<file path="config.mk">
export PLATFORM = sky130hd
export DESIGN_NAME = fwd_scoreboard
export DESIGN_NICKNAME = d
export VERILOG_FILES = /design/src/rtl/fwd_scoreboard.sv
export SDC_FILE = /design/constraint.sdc
export NUM_CORES = 1
export LEC_CHECK = 0
export ABC_CLOCK_PERIOD_IN_PS = 7630
export BUFFER_PORTS_ARGS = -buffer_cell sky130_fd_sc_hd__buf_2
export CORE_AREA = 2 2 100 102
export DETAILED_ROUTE_END_ITERATION = 12
export DIE_AREA = 0 0 102 104
export GPL_TIMING_DRIVEN = 0
export PLACE_DENSITY = 0.78
export SYNTH_ARGS = -nofsm -noshare
export SYNTH_HDL_FRONTEND = slang
export SYNTH_SLANG_ARGS = --single-unit
</file>
<file path="constraint.sdc">
create_clock -name clk -period 7.63 [get_ports clk]
set_input_delay 1.1445 -clock clk [delete_from_list [all_inputs] [get_ports clk]]
set_output_delay 1.1445 -clock clk [all_outputs]
set_load 0.01 [all_outputs]
</file>
<file path="src/rtl/fwd_scoreboard.sv">
// Operand forwarding scoreboard at the ID->EX boundary: tracks in-flight writers,
// selects the youngest ready producer per source and raises the dependency stall.
module fwd_scoreboard #(
    parameter int WIDTH      = 32,
    parameter int NUM_SRC    = 2,
    parameter int DEPTH      = 3,
    parameter int REG_ADDR_W = 5,
    parameter int LAT_W      = 2,
    localparam int SEL_W     = $clog2(DEPTH + 1)
) (
    input  logic                          clk,
    input  logic                          rst,
    input  logic                          hold_i,
    input  logic [DEPTH-1:0]              flush_mask_i,
    input  logic                          iss_valid_i,
    input  logic                          iss_we_i,
    input  logic [REG_ADDR_W-1:0]         iss_rd_i,
    input  logic [LAT_W-1:0]              iss_lat_i,
    input  logic [NUM_SRC-1:0]            src_used_i,
    input  logic [NUM_SRC*REG_ADDR_W-1:0] src_addr_i,
    input  logic [NUM_SRC*WIDTH-1:0]      src_rdata_i,
    input  logic [DEPTH*WIDTH-1:0]        stage_data_i,
    output logic [NUM_SRC*SEL_W-1:0]      fwd_sel_o,
    output logic [NUM_SRC*WIDTH-1:0]      operand_o,
    output logic                          stall_o,
    output logic                          busy_o
);

    logic [DEPTH-1:0]      vld_q, vld_d, vld_m;
    logic [REG_ADDR_W-1:0] rd_q  [DEPTH];
    logic [REG_ADDR_W-1:0] rd_d  [DEPTH];
    logic [LAT_W-1:0]      lat_q [DEPTH];
    logic [LAT_W-1:0]      lat_d [DEPTH];

    logic                  hit;
    int                    hit_k;
    logic [REG_ADDR_W-1:0] addr;

    // Latencies beyond the last position saturate so the oldest slot is always forwardable.
    function automatic logic [LAT_W-1:0] lat_clamp(input logic [LAT_W-1:0] lat);
        if (int'(lat) > DEPTH - 1) return LAT_W'(DEPTH - 1);
        return lat;
    endfunction

    always_comb begin
        stall_o   = 1'b0;
        fwd_sel_o = '0;
        operand_o = src_rdata_i;
        hit       = 1'b0;
        hit_k     = 0;
        addr      = '0;
        for (int s = 0; s < NUM_SRC; s++) begin
            addr  = src_addr_i[s*REG_ADDR_W +: REG_ADDR_W];
            hit   = 1'b0;
            hit_k = 0;
            // Scan oldest to youngest so the lowest matching position overrides.
            for (int k = DEPTH - 1; k >= 0; k--) begin
                if (vld_q[k] && rd_q[k] == addr && addr != '0) begin
                    hit   = 1'b1;
                    hit_k = k;
                end
            end
            if (hit) begin
                if (hit_k >= int'(lat_q[hit_k])) begin
                    fwd_sel_o[s*SEL_W +: SEL_W] = SEL_W'(hit_k + 1);
                    operand_o[s*WIDTH +: WIDTH] = stage_data_i[hit_k*WIDTH +: WIDTH];
                end else if (iss_valid_i && src_used_i[s]) begin
                    stall_o = 1'b1;
                end
            end
        end
    end

    // Flush masks the pre-shift entries, so a same-cycle insert is never killed.
    always_comb begin
        vld_m = vld_q & ~flush_mask_i;
        vld_d = vld_m;
        rd_d  = rd_q;
        lat_d = lat_q;
        if (!hold_i) begin
            for (int k = 1; k < DEPTH; k++) begin
                vld_d[k] = vld_m[k-1];
                rd_d[k]  = rd_q[k-1];
                lat_d[k] = lat_q[k-1];
            end
            vld_d[0] = iss_valid_i & iss_we_i & ~stall_o & (iss_rd_i != '0);
            rd_d[0]  = iss_rd_i;
            lat_d[0] = lat_clamp(iss_lat_i);
        end
    end

    always_ff @(posedge clk or negedge rst) begin
        if (!rst) vld_q <= '0;
        else      vld_q <= vld_d;
    end

    always_ff @(posedge clk) begin
        rd_q  <= rd_d;
        lat_q <= lat_d;
    end

    assign busy_o = |vld_q;

endmodule
</file>
==> results.md <==
* Worst EP arrival at 4.79 ns
* Setup violations, final at 0
* Detail Route Antenna Nets at 0
* Worst EP required at 6.49 ns
* Worst path slowest cell: nor3_1
* Share of layout cells above drive strength 1 at 36.3%
* Core Box Area at 0.00955 mm2
* Syn Nets at 759
* Worst-Skew Late Latency at 0.26 ns
* Flops & latches, synth at 24
* # hold bufs at CTS at 0
* Floorplan row count at 36
* Chip Width at 102 um
* Ports at 257
* Gr ovfl total at 0
* Clk sinks at 24
* PwrDens at 79.0 mW/mm2
* Die ar. at 0.0106 mm2
* First-pass GRT wire length at 25.0 mm
* CP bufs+invs at 5
* CP Launch Type: input pin
* Total Neg Setup Slack at 0 ns
* DRT iter0 DRCs at 308
* CP Max Fanout at 10
* Worst setup margin at 1.69 ns
* Slew headroom at 41.2%
* Die span in y at 104 um
* CP Cell Sequence: buf_2 > xnor2_1 > nand4_1 > nor3_1 > clkbuf_1 > nor3_2 > nand2_1 > o21ai_0 > ha_1 > nand2b_1 > a21oi_1 > a31o_2 > buf_4 > buf_4 > nand2_1 > o21ai_1 > buf_2
* Vias in the first global route at 5007
* Starting Density at 40.5%
* Post-route cell area at 0.00538 mm2
* MaxCap Viol Count at 0
* Cell Area, Synth at 0.00386 mm2
* Number of buffers created by CTS at 3
* Vias per cell at 5.44
* CP max stage delay at 0.69 ns
* Port-buffer cells at 254
* Synthesis Warnings at 0
* Final setup skew at 0.00403 ns
* Slew Limit Fails at 0
* Synthesized instance count at 568
* Worst-Margin Slew at 0.881 ns
* TritonCTS clock tree: yes
* Final worst path period share at 77.8%
* PostCTS Resize Cnt at 0
* Via count at 5235
* WHS at 0.483 ns
* Placer Congestion at 0.961
* Clock Tree Root: clkbuf_8
* Cell Area, Placed at 0.00530 mm2
* RSZ-0062 raised after global routing: no
* Worst min path class: register to register
* Nets at 1018
* Post-synthesis cell type count at 44
* Max clock buf depth at 2
* Placement Setup Slack at 1.68 ns
* Status: complete, no violations
* Clock Pin Slew Worst Setup and Hold Paths at 0.08 ns
* Leakage power at 2.34 nW
* Final WL at 16.4 mm
* Post-DP HPWL at 13.2 mm
* Tmin final at 5.94 ns
* Final core occ at 56.3%
* Area growth from synthesis to layout at 39.2%
* Fmax at 168 MHz
* Fin. Hold Viols at 0
* Kind of critical path: input pin to output port
* Kind of cell adding the most delay to the critical path: simple AND/OR/NAND/NOR gates
* Routed wire per std cell at 17.0 um
* Post CTS Setup Buffer Count at 0
* DRC viols at 0
* Peak supply drop at 0.117 mV
* Htree depth at 1
* 1st-pass router iterations at 5
* Initial antenna violation count at 3
* Sequential fraction of the synthesis area at 18.3%
* Tot GR Track Use at 29.4%
* Mean Syn Cell Area at 6.80 um2
* Crit. End Element: output port
* Largest net degree at the start of global routing at 25
per-stage QoR:
step | cells | power [mW]
6_report | 962 | 0.425
5_1_grt | 961 | 0.450
4_1_cts | 959 | 0.428
3_5_place_dp | 955 | 0.318
3_3_place_gp | 955 | 0.315
2_1_floorplan | 568 | 0.233
logic make-up (layout without fill, tap and decap cells):
family          count (synthesis)  in the layout  share of synthesized area, %
fa+ha+maj                       4              4                          1.30
buf+inv                        57            315                          7.09
other cells                     0              3                             0
simple gates                  276            276                          38.6
flops                          24             24                          18.3
mux                             4              4                          1.07
xor+xnor                       30             30                          6.80
compound gates                173            173                          26.9
cells in the mapped netlist, drive strengths merged:
| cell type | number | share of area (%) |
|---|---|---|
| o311ai | 2 | 0.65 |
| or2b | 2 | 0.39 |
| o22a | 1 | 0.23 |
| dfrtp | 3 | 1.9 |
| nor3 | 11 | 1.8 |
| edfxtp | 21 | 16 |
| nor2 | 47 | 5.1 |
| nand2 | 65 | 6.3 |
| mux2i | 3 | 0.78 |
| nand3 | 3 | 0.39 |
| o32ai | 2 | 0.65 |
| buf | 26 | 4.1 |
| o31ai | 33 | 6.4 |
| a21oi | 64 | 8.5 |
| nor2b | 2 | 0.32 |
| or4 | 3 | 0.78 |
| and2 | 8 | 1.3 |
| mux2 | 1 | 0.29 |
| o211ai | 2 | 0.65 |
| or3 | 62 | 10 |
| ha | 4 | 1.3 |
| nand2b | 58 | 9.4 |
| xnor2 | 28 | 6.3 |
| a31o | 7 | 1.6 |
| clkbuf | 25 | 2.4 |
| inv | 6 | 0.58 |
| o21ai | 61 | 7.9 |
| nand4 | 6 | 0.97 |
| xor2 | 2 | 0.45 |
| or2 | 8 | 1.3 |
| a31oi | 1 | 0.32 |
| nor4 | 1 | 0.55 |
cell usage in the layout (no fill, tap or decap), types with 4 or more instances in the layout:
master,netlist,final
ha_1,4,4
a31o_1,6,6
nor3_1,8,8
nand2b_1,58,58
buf_2,18,272
or3_1,62,62
nand4_1,6,6
nor2_1,45,45
a21oi_1,62,62
o21ai_1,24,24
nand2_1,65,65
o21ai_0,37,37
o31ai_1,33,33
buf_4,6,6
edfxtp_1,21,21
clkbuf_1,25,25
and2_1,8,8
inv_1,6,6
or2_0,6,6
xnor2_1,28,28
path summary, 6_finish.rpt:
check,from,to,slack [ns],cells after the start
worst min-delay path,lat_q[2],lat_q[0],0.48,0
worst max-delay path,src_addr_i[2],operand_o[23],1.69,17
max in group asynchronous,rst,vld_q[1],6.86,1
worst min register to register,lat_q[2],lat_q[0],0.48,0
worst max register to register,rd_q[9],vld_q[0],4.06,13
min in group asynchronous,rst,vld_q[0],0.66,1
registers in the layout, indices dropped and copies added, names as in the netlist:
name   cells
vld_q      3
lat_q      6
rd_q      15
power by group:
group | total (mW) | internal [mW] | switching (mW) | leakage (nW)
Combinational | 0.155 | 0.0810 | 0.0744 | 2.06
Clock | 0.109 | 0.0701 | 0.0386 | 0.0357
Sequential | 0.161 | 0.153 | 0.00803 | 0.246
final cells by class:
| type | instances | area [um2] |
|---|---|---|
| diodes | 3 | 7.51 |
| plain buffers | 51 | 251 |
| clock buffers | 3 | 41.3 |
| clock inverters | 1 | 30.0 |
| fillers | 973 | 4170 |
| inverters | 6 | 22.5 |
| multi-input cells | 487 | 2880 |
| flip-flops and latches | 24 | 706 |
| well taps | 133 | 166 |
| repair buffers | 254 | 1270 |
routing by layer:
layer | GRT usage (%) | vias up | routed length [um]
li1 | - | 2526 | -
met1 | 35.0 | 2374 | 6470
met2 | 51.2 | 258 | 7840
met3 | 3.36 | 75 | 1100
met4 | 14.6 | 2 | 935
met5 | 0 | - | 17
Note: power is estimated with default switching activity, not from simulation.
